===== src/rtl/sinc_decim_ctrl.sv =====
// rtl/sinc_decim_ctrl.sv - sinc3 decimator sequencer: bit gating, dump strobe, settle discard, valid/ready output
module sinc_decim_ctrl #(
  parameter int DATA_W       = 20,
  parameter int MAX_OSR_LOG2 = 8,
  parameter int ORDER        = 3
) (
  input  logic              CLK,
  input  logic              RST,
  input  logic              start,
  input  logic              stop,
  input  logic [3:0]        osr_log2,
  input  logic              bit_valid,
  input  logic [DATA_W-1:0] dif3_in,
  output logic              filt_ce,
  output logic              filt_clr,
  output logic              dump,
  output logic              out_valid,
  input  logic              out_ready,
  output logic [DATA_W-1:0] out_data,
  output logic              overrun,
  output logic              busy
);

  localparam int SET_W = $clog2(ORDER + 1);
  localparam int OSR_W = MAX_OSR_LOG2 + 1;

  typedef enum logic [1:0] {IDLE, SETTLE, RUN} state_t;

  state_t                  state;
  state_t                  state_nxt;
  logic [3:0]              osr_reg;
  logic [3:0]              osr_clamped;
  logic [MAX_OSR_LOG2-1:0] dec_cnt;
  logic [SET_W-1:0]        settle_cnt;
  logic                    cap_pend;
  logic [OSR_W-1:0]        osr_full;
  logic                    dec_last;

  always_comb begin
    osr_clamped = osr_log2;
    if (osr_log2 == 4'd0)
      osr_clamped = 4'd1;
    else if (osr_log2 > 4'(MAX_OSR_LOG2))
      osr_clamped = 4'(MAX_OSR_LOG2);
  end

  assign osr_full = OSR_W'(1) << osr_reg;
  assign dec_last = ({1'b0, dec_cnt} == (osr_full - OSR_W'(1)));
  assign busy     = (state != IDLE);

  // A restart clears the filter for one cycle and suppresses ce/dump in that cycle.
  always_comb begin
    state_nxt = state;
    filt_ce   = 1'b0;
    filt_clr  = 1'b0;
    dump      = 1'b0;
    case (state)
      IDLE: begin
        filt_clr = 1'b1;
        if (start && !stop)
          state_nxt = SETTLE;
      end
      default: begin
        if (stop) begin
          state_nxt = IDLE;
        end else if (start) begin
          filt_clr  = 1'b1;
          state_nxt = SETTLE;
        end else begin
          filt_ce = bit_valid;
          dump    = bit_valid && dec_last;
          if (state == SETTLE && dump && settle_cnt == SET_W'(ORDER - 1))
            state_nxt = RUN;
        end
      end
    endcase
  end

  always_ff @(posedge CLK or negedge RST) begin
    if (!RST) begin
      state      <= IDLE;
      osr_reg    <= 4'd1;
      dec_cnt    <= '0;
      settle_cnt <= '0;
      cap_pend   <= 1'b0;
      out_valid  <= 1'b0;
      out_data   <= '0;
      overrun    <= 1'b0;
    end else begin
      state <= state_nxt;
      if (stop) begin
        cap_pend  <= 1'b0;
        out_valid <= 1'b0;
      end else if (start) begin
        osr_reg    <= osr_clamped;
        dec_cnt    <= '0;
        settle_cnt <= '0;
        cap_pend   <= 1'b0;
        out_valid  <= 1'b0;
        overrun    <= 1'b0;
      end else if (state != IDLE) begin
        if (bit_valid)
          dec_cnt <= dec_last ? '0 : dec_cnt + 1'b1;
        if (dump && state == SETTLE)
          settle_cnt <= settle_cnt + 1'b1;
        cap_pend <= dump && (state == RUN);
        // dif3_in is valid the cycle after the dump; a held unconsumed word wins over the new one.
        if (cap_pend) begin
          if (!out_valid || out_ready) begin
            out_data  <= dif3_in;
            out_valid <= 1'b1;
          end else begin
            overrun <= 1'b1;
          end
        end else if (out_valid && out_ready) begin
          out_valid <= 1'b0;
        end
      end
    end
  end

endmodule


===== config.mk =====
export PLATFORM = sky130hd
export DESIGN_NAME = sinc_decim_ctrl
export DESIGN_NICKNAME = d
export VERILOG_FILES = /design/src/rtl/sinc_decim_ctrl.sv
export SDC_FILE = /design/constraint.sdc
export NUM_CORES = 1
export LEC_CHECK = 0
export BUFFER_PORTS_ARGS = -buffer_cell sky130_fd_sc_hd__buf_2
export CAP_MARGIN = 10
export CORE_UTILIZATION = 30
export CTS_CLUSTER_DIAMETER = 60
export DETAILED_ROUTE_END_ITERATION = 10
export HOLD_SLACK_MARGIN = 0.08
export SETUP_SLACK_MARGIN = 0.05
export SYNTH_ARGS = -nofsm -noshare
export SYNTH_HDL_FRONTEND = slang
export SYNTH_SLANG_ARGS = --single-unit

===== constraint.sdc =====
create_clock -name CLK -period 6.7 [get_ports CLK]
set_input_delay 0.335 -clock CLK [delete_from_list [all_inputs] [get_ports CLK]]
set_output_delay 0.335 -clock CLK [all_outputs]
set_load 0.01 [all_outputs]

==> results.yml, run 1 <==
routing:
  drtPass1Iterations: 4
  drc_errors: 0
  wirelength_mm: 4.50
  ant_nets: 0
  vias: 1713
  avgRoutedWirePerCell_um: 13.4
  drt_iter0_markers: 68
  routed_via_density: 5.11
worst_setup_path:
  cp_max_fo: 13
  critPathKind: "reg -> out"
  end_kind: "output pin"
  max_stage_delay_ns: 0.55
  cp_num_buf_inv: 1
  arrival_ns: 2.84
  path_delay_family: "compound AO/OA/AOI/OAI gates"
  cp-start-kind: "register"
  worstPathRequired_ns: 6.36
  slowest_stage: "dfrtp_1"
  crit_chain: "nor2_1, nand3b_1, ha_1, nor3_1, mux2_2, a221o_1, a32o_1, nor3_1, buf_2"
  cp_common_cell: "nor3_1"
grt:
  grt_pass1_wl_mm: 7.83
  antenna_found_initial: 0
  grt_max_degree: 40
  gr-total-overflow: 0
  grtUsageTotal_pct: 13.6
  first_global_vias: 1719
cells_and_area:
  layout_common_cells: "55 x buf_2, 38 x dfrtp_1, 27 x nand2_1"
  largest_reg_flops: 20
  seqCellArea_um2: 977
  area_growth_pct: 20.2
  antenna_cells: 0
  final_nets: 291
  multi_input_area_um2: 1010
  drive_above_1_share_pct: 35.7
  final_common_cell: "buf_2"
  fin_util_pct: 38.3
  num-fill-cells: 669
placement:
  port_buffers: 55
  hpwl_mm: 3.27
  place.gp.congestion: 0.782
flow_run:
  maxCapViolCount: 0
clock_network:
  cts_root_buf: "clkbuf_8"
  cts_tree: "built"
  cts_made_buffers: 5
  worstSkewPairLatency_ns: 0.29
  clockBufferDepth: 2
  cts_resized: 0
  clock-sinks: 39
  postCtsSetupRepairBufs: 0
  h-tree-depth: 2
  path_clk_slew_ns: 0.08
  holdBufCountCts: 0
sta:
  final_hold_viol_count: 0
  rsz0062_at_grt: "false"
  slew_headroom_pct: 41.7
  worst_pin_slew_ns: 0.874
  setup_viol: 0
  fmax_mhz: 315
  post-route-min-period_ns: 3.17
  final_max_slew_viol_count: 0
  fin_tns_setup_ns: 0
  finalCritPeriodShare_pct: 47.4
  clock_skew_ns: 0.00559
outcome:
  status: "finished, final reports clean"
power:
  p_leak_nw: 1.17
  power_uw: 557
  vdd_drop_max_mv: 0.108
  power_density_nw_per_um2: 223
die:
  ioPinCount: 56
  die_y_um: 85.3
  rows: 29
  start_util_pct: 31.8
  core_area_um2: 6530
  die-area_um2: 7270
  fp.dieW_um: 85.3
hold_path:
  min_path_type: "in -> async"
synthesis:
  yosysSeqAreaShare_pct: 47.0
  ys_ff_latch: 39
  ys.flop_type: "dfrtp_1"
  syn-cell-area_um2: 2080
  syn_area_per_cell_um2: 9.90
  async_flop_share_pct: 100
  syn-num-nets: 243
  synth-edff-count: 0
  synth_cell_type_count: 41
  postSynthCellCount: 210
  yosys_warnings: 0
-- stage by stage --
stage | setup slack (ns) | area (µm²) | cells | hold slack [ns]
final | 3.53 | 2500 | 335 | 0.154
after global routing | 3.24 | 2500 | 335 | 0.234
after CTS | 3.53 | 2500 | 335 | 0.182
after detailed placement | 3.85 | 2390 | 328 | 0.484
after global placement | 3.94 | 2390 | 328 | 0.471
after floorplan | 4.01 | 2080 | 210 | 0.0394
-- final timing paths --
kind,startpoint,to,slack [ns],cells after the start
setup / recovery,osr_reg[2],dump,3.53,9
hold / removal,RST,out_data[18],0.15,1
setup reg to reg,osr_reg[2],dec_cnt[7],3.84,9
hold reg to reg,settle_cnt[0],settle_cnt[0],0.50,1
max in group asynchronous,RST,out_data[3],6.00,1
min in group CLK,osr_log2[3],osr_reg[0],0.22,2
-- synthesized netlist by cell type (2+ instances only) --
cell / count / share of area (%)
and3_1: 2 / 0.60
o211ai_1: 5 / 1.8
o31ai_1: 6 / 2.2
dfrtp_1: 38 / 46
mux2_2: 22 / 12
ha_1: 3 / 1.8
or2_2: 4 / 1.2
a21oi_1: 8 / 1.9
o21ai_0: 9 / 2.2
or3_1: 2 / 0.60
buf_6: 2 / 1.1
nor2_1: 13 / 2.3
nand2b_1: 6 / 1.8
o21bai_1: 2 / 0.72
mux2i_1: 2 / 0.96
nor3b_1: 2 / 0.72
nand3_1: 4 / 0.96
nor3_1: 6 / 1.4
xnor2_1: 2 / 0.84
nor4_1: 3 / 0.90
o21a_1: 3 / 1.1
a211oi_1: 2 / 0.72
nand2_1: 27 / 4.9
clkbuf_1: 12 / 2.2
and2_1: 3 / 0.90
inv_1: 7 / 1.3
-- kinds of logic after synthesis --
group           Yosys count  share of synthesized area, %
simple gates             77                          18.8
compound gates           42                          13.5
flops                    39                          47.0
fa+ha+maj                 3                          1.81
buf+inv                  22                          4.69
mux                      24                          12.9
xor+xnor                  3                          1.26
-- per-layer routing --
metal	track usage [%]	routed length, µm	vias to the layer above	part of all wire [%]
met5	0	0	-	0
met4	4.85	52	0	1.2
met3	4.86	405	7	9.0
met2	21.2	1990	59	44
met1	17.3	2050	809	46
li1	-	-	838	-
-- where the power goes --
group	internal (mW)	switching, mW
Clock	0.109	0.0855
Sequential	0.248	0.0212
Combinational	0.0420	0.0507
-- layout make-up --
type | instances | area share [%]
Clock buffer | 5 | 2.75
Clock inverter | 2 | 1.50
Inverter | 7 | 1.05
Multi-Input combinational cell | 149 | 40.4
Sequential cell | 39 | 39.1
Tap cell | 77 | 3.86
Timing Repair Buffer | 56 | 11.3
No activity file was read; power rests on OpenSTA's default activity.
==> run 2: changes to the inputs <==
ABC_AREA = 1   (was unset)
clock period = 2.9 ns   (was 6.7 ns; I/O delays follow)
==> run 2 against run 1 <==
The run now ends with DRC left; combinational power rose by 94%; critical path type unchanged; global-route usage rose by 0.50 points; final cell count increased by 16%; synthesized cell count rose by 14%; core utilization increased by 2.6 points; routed wire length grew 6.3%; die area fell by 1.9%; worst hold slack lost 0.061 ns; cell area grew 5.6%; setup slack worse by 3.1 ns.
==> results.yml, run 2 <==
power:
  clockPowerShare_pct: 37.0
  pwr-share-comb_pct: 15.2
  vdd_drop_max_mv: 0.215
  power_mw: 1.19
  p_leak_nw: 1.46
  p_int_uw: 874
  p_seq_share_pct: 47.8
  p_sw_uw: 315
  power_density_nw_per_um2: 451
  switching_share_pct: 26.5
die:
  fp.dieW_um: 84.5
  die_y_um: 84.5
  die-area_um2: 7130
  rows: 29
  ioPinCount: 56
  core_area_um2: 6460
  start_util_pct: 31.6
synthesis:
  ys_ff_latch: 39
  syn_area_per_cell_um2: 8.50
  synth_top_family_by_area: "simple AND/OR/NAND/NOR gates"
  synthAdderAreaFrac_pct: 1.84
  synth_top_cell_area_share_pct: 46.6
  synth_cell_type_count: 24
  synth_compound_area_share_pct: 5.03
  yosys_warnings: 0
  synth_simple_gate_area_share_pct: 26.7
  async_flop_share_pct: 100
  yosys.cell_count.top_type: "nand2_1"
  syn-cell-area_um2: 2040
  syn-num-nets: 273
  synth-edff-count: 0
  synth_area_leaders: "dfrtp_1 47%, nand2_1 12%, mux2_2 11%"
  synth_xor_area_share_pct: 1.29
  yosysSeqAreaShare_pct: 47.9
  yosysTopAreaCell: "dfrtp_1"
  ys_top_cells_by_count: "63 x nand2_1, 38 x dfrtp_1, 29 x nor2_1"
  synth.area.mux_share_pct: 11.0
  ys.flop_type: "dfrtp_1"
  postSynthCellCount: 240
clock_network:
  clock-sinks: 39
  cts_root_buf: "clkbuf_8"
  h-tree-depth: 2
  worstSkewPairLatency_ns: 0.29
  cts_tree: "built"
  cts_resized: 0
  cts_made_buffers: 5
  clockBufferDepth: 2
  path_clk_slew_ns: 0.07
worst_setup_path:
  end_kind: "output pin"
  worstPathRequired_ns: 2.76
  cp_max_fo: 6
  critPathKind: "reg -> out"
  arrival_ns: 2.33
  cp-start-kind: "register"
routing:
  ant_nets: 0
  wirelength_mm: 4.78
  avgRoutedWirePerCell_um: 12.3
  drtPass1Iterations: 7
  drt_iter0_markers: 75
  vias: 1807
  drc_errors: 2
  routed_via_density: 4.63
grt:
  grt_pass1_wl_mm: 8.00
  first_global_vias: 1799
  use_met3_pct: 3.64
  grt_use_met2_pct: 23.5
  antenna_found_initial: 0
  grt_max_degree: 40
  grt_util_met1_pct: 17.1
  grt-busiest-layer: "met2"
  gr-total-overflow: 0
  grtUsageTotal_pct: 14.0
sta:
  clock_skew_ns: 0.00983
  slew_headroom_pct: 41.9
  rsz0062_at_grt: "false"
  final_max_slew_viol_count: 0
  worst_pin_slew_ns: 0.871
  fmax_mhz: 405
  worst_slack_ns: 0.429
  post-route-min-period_ns: 2.47
  setup_viol: 0
  fin_tns_setup_ns: 0
  finalCritPeriodShare_pct: 85.2
  final_hold_viol_count: 0
cells_and_area:
  area_growth_pct: 29.3
  fin_area_um2: 2640
  antenna_cells: 0
  largest_reg_flops: 20
  multi_input_area_um2: 936
  final_common_cell: "nand2_1"
  final_nets: 346
  seqCellArea_um2: 977
  layout_common_cells: "63 x nand2_1, 55 x buf_2, 38 x dfrtp_1"
  drive_above_1_share_pct: 29.7
  num-fill-cells: 637
placement:
  place_area_um2: 2400
  hpwl_mm: 3.48
  place_worst_setup_slack_ns: 0.737
  port_buffers: 55
  place.gp.congestion: 0.837
outcome:
  violations: "DRC"
  status: "finished, violations left"
flow_run:
  maxCapViolCount: 0
hold_path:
  min_path_type: "in -> reg"
==> run 2: cell count changes after synthesis, moves of 4 or more <==
| cell | before | now |
|---|---|---|
| nand2_1 | 27 | 63 |
| inv_1 | 7 | 28 |
| nor2_1 | 13 | 29 |
| nand3_1 | 4 | 19 |
| clkbuf_1 | 12 | 0 |
| nand2b_1 | 6 | 0 |
| o22ai_1 | 0 | 6 |
| o31ai_1 | 6 | 0 |
| nor3_1 | 6 | 1 |
| o211ai_1 | 5 | 0 |
| o21ai_0 | 9 | 5 |
==> run 2: path summary, 6_finish.rpt <==
path	start	depth (start not counted)	to	slack [ns]
setup / recovery	osr_reg[1]	14	dump	0.43
max in group asynchronous	RST	2	dec_cnt[5]	1.85
min in group asynchronous	RST	2	out_data[9]	0.50
setup reg to reg	osr_reg[1]	14	dec_cnt[7]	0.73
hold / removal	dif3_in[15]	2	out_data[15]	0.09
hold reg to reg	out_data[5]	1	out_data[5]	0.50
==> run 2: power by group through the flow <==
stage	Sequential [mW]	Combinational, mW	Clock [mW]
detailed placement	0.579	0.167	0
floorplan	0.576	0.107	0
global route	0.569	0.205	0.475
CTS	0.568	0.179	0.455
finish	0.568	0.180	0.440
global placement	0.578	0.164	0
==> run 2: cells by family (layout without fill, tap and decap cells) <==
family / count (synthesis) / after routing
AOI/OAI and AO/OA: 19 / 19
DFF: 39 / 39
and+or+nand+nor: 123 / 123
buffers and inverters: 33 / 106
muxes: 20 / 20
xor gates and xnor gates: 3 / 3
adders and majority gates: 3 / 3
==> run 2: layer usage <==
metal,routed length (µm),up-vias
li1,-,909
met1,2150,825
met2,2230,64
met3,316,9
met4,84,0
met5,0,-
==> run 2: critical path: stages (launching register included) <==
cell and delay, ns:
dfrtp_1 0.46, nor2_1 0.22, nand2_1 0.10, ha_1 0.31
inv_1 0.04, nand2_1 0.05, nand2_1 0.04, nor2_1 0.08
nand2_1 0.05, nor2_1 0.08, nand3_1 0.11, nor2_4 0.15
nand2_4 0.10, nor2_8 0.11, buf_2 0.13
==> run 2: metrics by stage <==
stage	utilization (%)	cells	hold WS, ns
2_1_floorplan	-	240	-0.151
3_3_place_gp	37.2	370	0.311
3_5_place_dp	37.2	370	0.316
4_1_cts	40.7	389	0.0802
5_1_grt	40.8	390	0.0809
6_report	40.8	390	0.0922
==> run 2: cell type report <==
cell class / instances / area share (%)
Clock buffer: 5 / 2.61
Clock inverter: 2 / 1.42
Timing Repair Buffer: 68 / 15.4
Tap cell: 77 / 3.65
Inverter: 31 / 4.41
Sequential cell: 39 / 37.0
Multi-Input combinational cell: 168 / 35.5
==> run 2: what timing repair did <==
action	CTS	global route
buffers inserted	0	0
hold buffers	12	1
endpoints found under the hold margin	49	1
==> run 3: changes to the inputs <==
CORE_ASPECT_RATIO = 1.1   (was unset)
CORE_UTILIZATION = 47   (was 30)
PLACE_DENSITY = 0.76   (was unset)
==> run 3 against run 2 <==
Routed wire length fell by 1.5%; critical path depth did not move; combinational power barely moved; via count rose by 1.0%; clock power fell by 18%; clock skew fell by 0.0048 ns; sequential share of layout area rose by 0.77 points; count of clock-buffer cells in the layout did not move; the run now ends clean; register-to-register slack improved by 0.03 ns; critical endpoint unchanged; setup slack improved by 0.0018 ns; sequential cell count did not move; non-clock buffer count did not move.
==> results.yml, run 3 (synthesis gave the netlist of run 2 again) <==
outcome:
  status: "finished, final reports clean"
die:
  ioPinCount: 56
  die-area_um2: 4610
  rows: 24
  die_y_um: 71.1
  core_area_um2: 4050
  start_util_pct: 50.3
  fp.dieW_um: 64.8
clock_network:
  cts_root_buf: "clkbuf_8"
  path_clk_slew_ns: 0.08
  clockBufferDepth: 2
  clock-sinks: 39
  cts_tree: "built"
  worstSkewPairLatency_ns: 0.29
  cts_resized: 0
  cts_made_buffers: 5
  h-tree-depth: 2
routing:
  routed_via_density: 4.99
  drtPass1Iterations: 4
  wirelength_mm: 4.71
  drt_iter0_markers: 67
  avgRoutedWirePerCell_um: 12.9
  ant_nets: 0
  vias: 1825
  drc_errors: 0
placement:
  place.gp.congestion: 0.862
  hpwl_mm: 3.34
  place_worst_setup_slack_ns: 0.765
  port_buffers: 55
sta:
  final_hold_viol_count: 0
  clock_skew_ns: 0.00498
  final_max_slew_viol_count: 0
  worst_hold_slack_ns: 0.0909
  fin_tns_setup_ns: 0
  finalCritPeriodShare_pct: 85.1
  rsz0062_at_grt: "false"
  post-route-min-period_ns: 2.47
  slew_headroom_pct: 42.6
  setup_viol: 0
  worst_slack_ns: 0.431
  fmax_mhz: 405
  worst_pin_slew_ns: 0.861
worst_setup_path:
  r2r-start: "osr_reg[1]"
  crit_chain: "nor2_1, nand2_1, ha_1, inv_1, nand2_1, nand2_1, nor2_1, nand2_1, nor2_1, nand3_1, nor2_4, nand2_4, nor2_8, buf_2"
  cp-startpoint: "osr_reg[1]"
  slowest_stage: "dfrtp_1"
  end_kind: "output pin"
  cp_max_fo: 6
  cp_common_cell: "nand2_1"
  max_stage_delay_ns: 0.45
  arrival_ns: 2.32
  worstPathRequired_ns: 2.76
  cp-start-kind: "register"
  critPathKind: "reg -> out"
power:
  pwr-share-comb_pct: 16.1
  power_density_nw_per_um2: 427
  p_int_uw: 787
  p_leak_nw: 1.46
  switching_share_pct: 28.7
  p_seq_share_pct: 51.4
  clockPowerShare_pct: 32.5
  p_sw_uw: 317
  power_mw: 1.10
  vdd_drop_max_mv: 0.375
hold_path:
  min_path_type: "in -> reg"
  hp-start: "dif3_in[8]"
cells_and_area:
  layout_common_cells: "63 x nand2_1, 55 x buf_2, 38 x dfrtp_1"
  largest_reg_flops: 20
  area_growth_pct: 26.7
  final_common_cell: "nand2_1"
  drive_above_1_share_pct: 29.9
  antenna_cells: 0
  final_nets: 346
flow_run:
  maxCapViolCount: 0
grt:
  grt_pass1_wl_mm: 8.00
  antenna_found_initial: 0
  grtUsageTotal_pct: 22.9
  gr-total-overflow: 0
  grt_max_degree: 40
  first_global_vias: 1860
## run 3: cell count changes in the layout (fill, tap and decap cells not counted)
cell / delta
clkinv_2: +3
bufinv_16: -1
clkinvlp_4: -1
## run 3: worst max-delay path: cells and delay by family (launching register included)
family	cells	cell delay, ns
simple gates	11	1.09
flops	1	0.45
fa+ha+maj	1	0.32
buf+inv	2	0.18
## run 3: path summary, 6_finish.rpt
check                      cells after the start           end  slack (ns)
setup reg to reg                              14    dec_cnt[7]        0.76
min in group asynchronous                      2  out_data[10]        0.50
setup / recovery                              14          dump        0.43
hold / removal                                 2   out_data[8]        0.09
max in group asynchronous                      2    dec_cnt[3]        1.87
hold reg to reg                                1  out_data[15]        0.50
## run 3: metal layers
layer	global-route usage (%)	vias to the layer above	share of wire (%)
li1	-	913	-
met1	25.6	835	42
met2	39.8	70	49
met3	7.74	7	7.3
met4	8.64	0	1.7
met5	0	-	0
## run 3: area by class of cell
cell class | count | area, µm²
Fill cell | 342 | 1470
Sequential cell | 39 | 977
Multi-Input combinational cell | 168 | 936
Timing Repair Buffer | 68 | 405
Inverter | 31 | 116
Clock buffer | 5 | 68.8
Tap cell | 52 | 65.1
Clock inverter | 3 | 15.0
## run 3: stage by stage
step	instances	util, %	cell area, µm²
6_report	366	63.7	2580
2_1_floorplan	240	-	2040
5_1_grt	366	63.7	2580
4_1_cts	366	63.7	2580
3_3_place_gp	345	58.5	2370
3_5_place_dp	345	58.5	2370
## run 3: power groups by stage
stage | Clock (mW) | Combinational [mW] | Sequential [mW]
after global placement | 0 | 0.161 | 0.578
after detailed placement | 0 | 0.164 | 0.579
after global routing | 0.382 | 0.203 | 0.569
after floorplan | 0 | 0.107 | 0.576
final | 0.359 | 0.178 | 0.568
after CTS | 0.365 | 0.177 | 0.568
## run 3: repair_timing
item	4_1_cts	5_1_grt
setup buffers	0	0
endpoints found under the hold margin	50	0
hold buffers	13	0
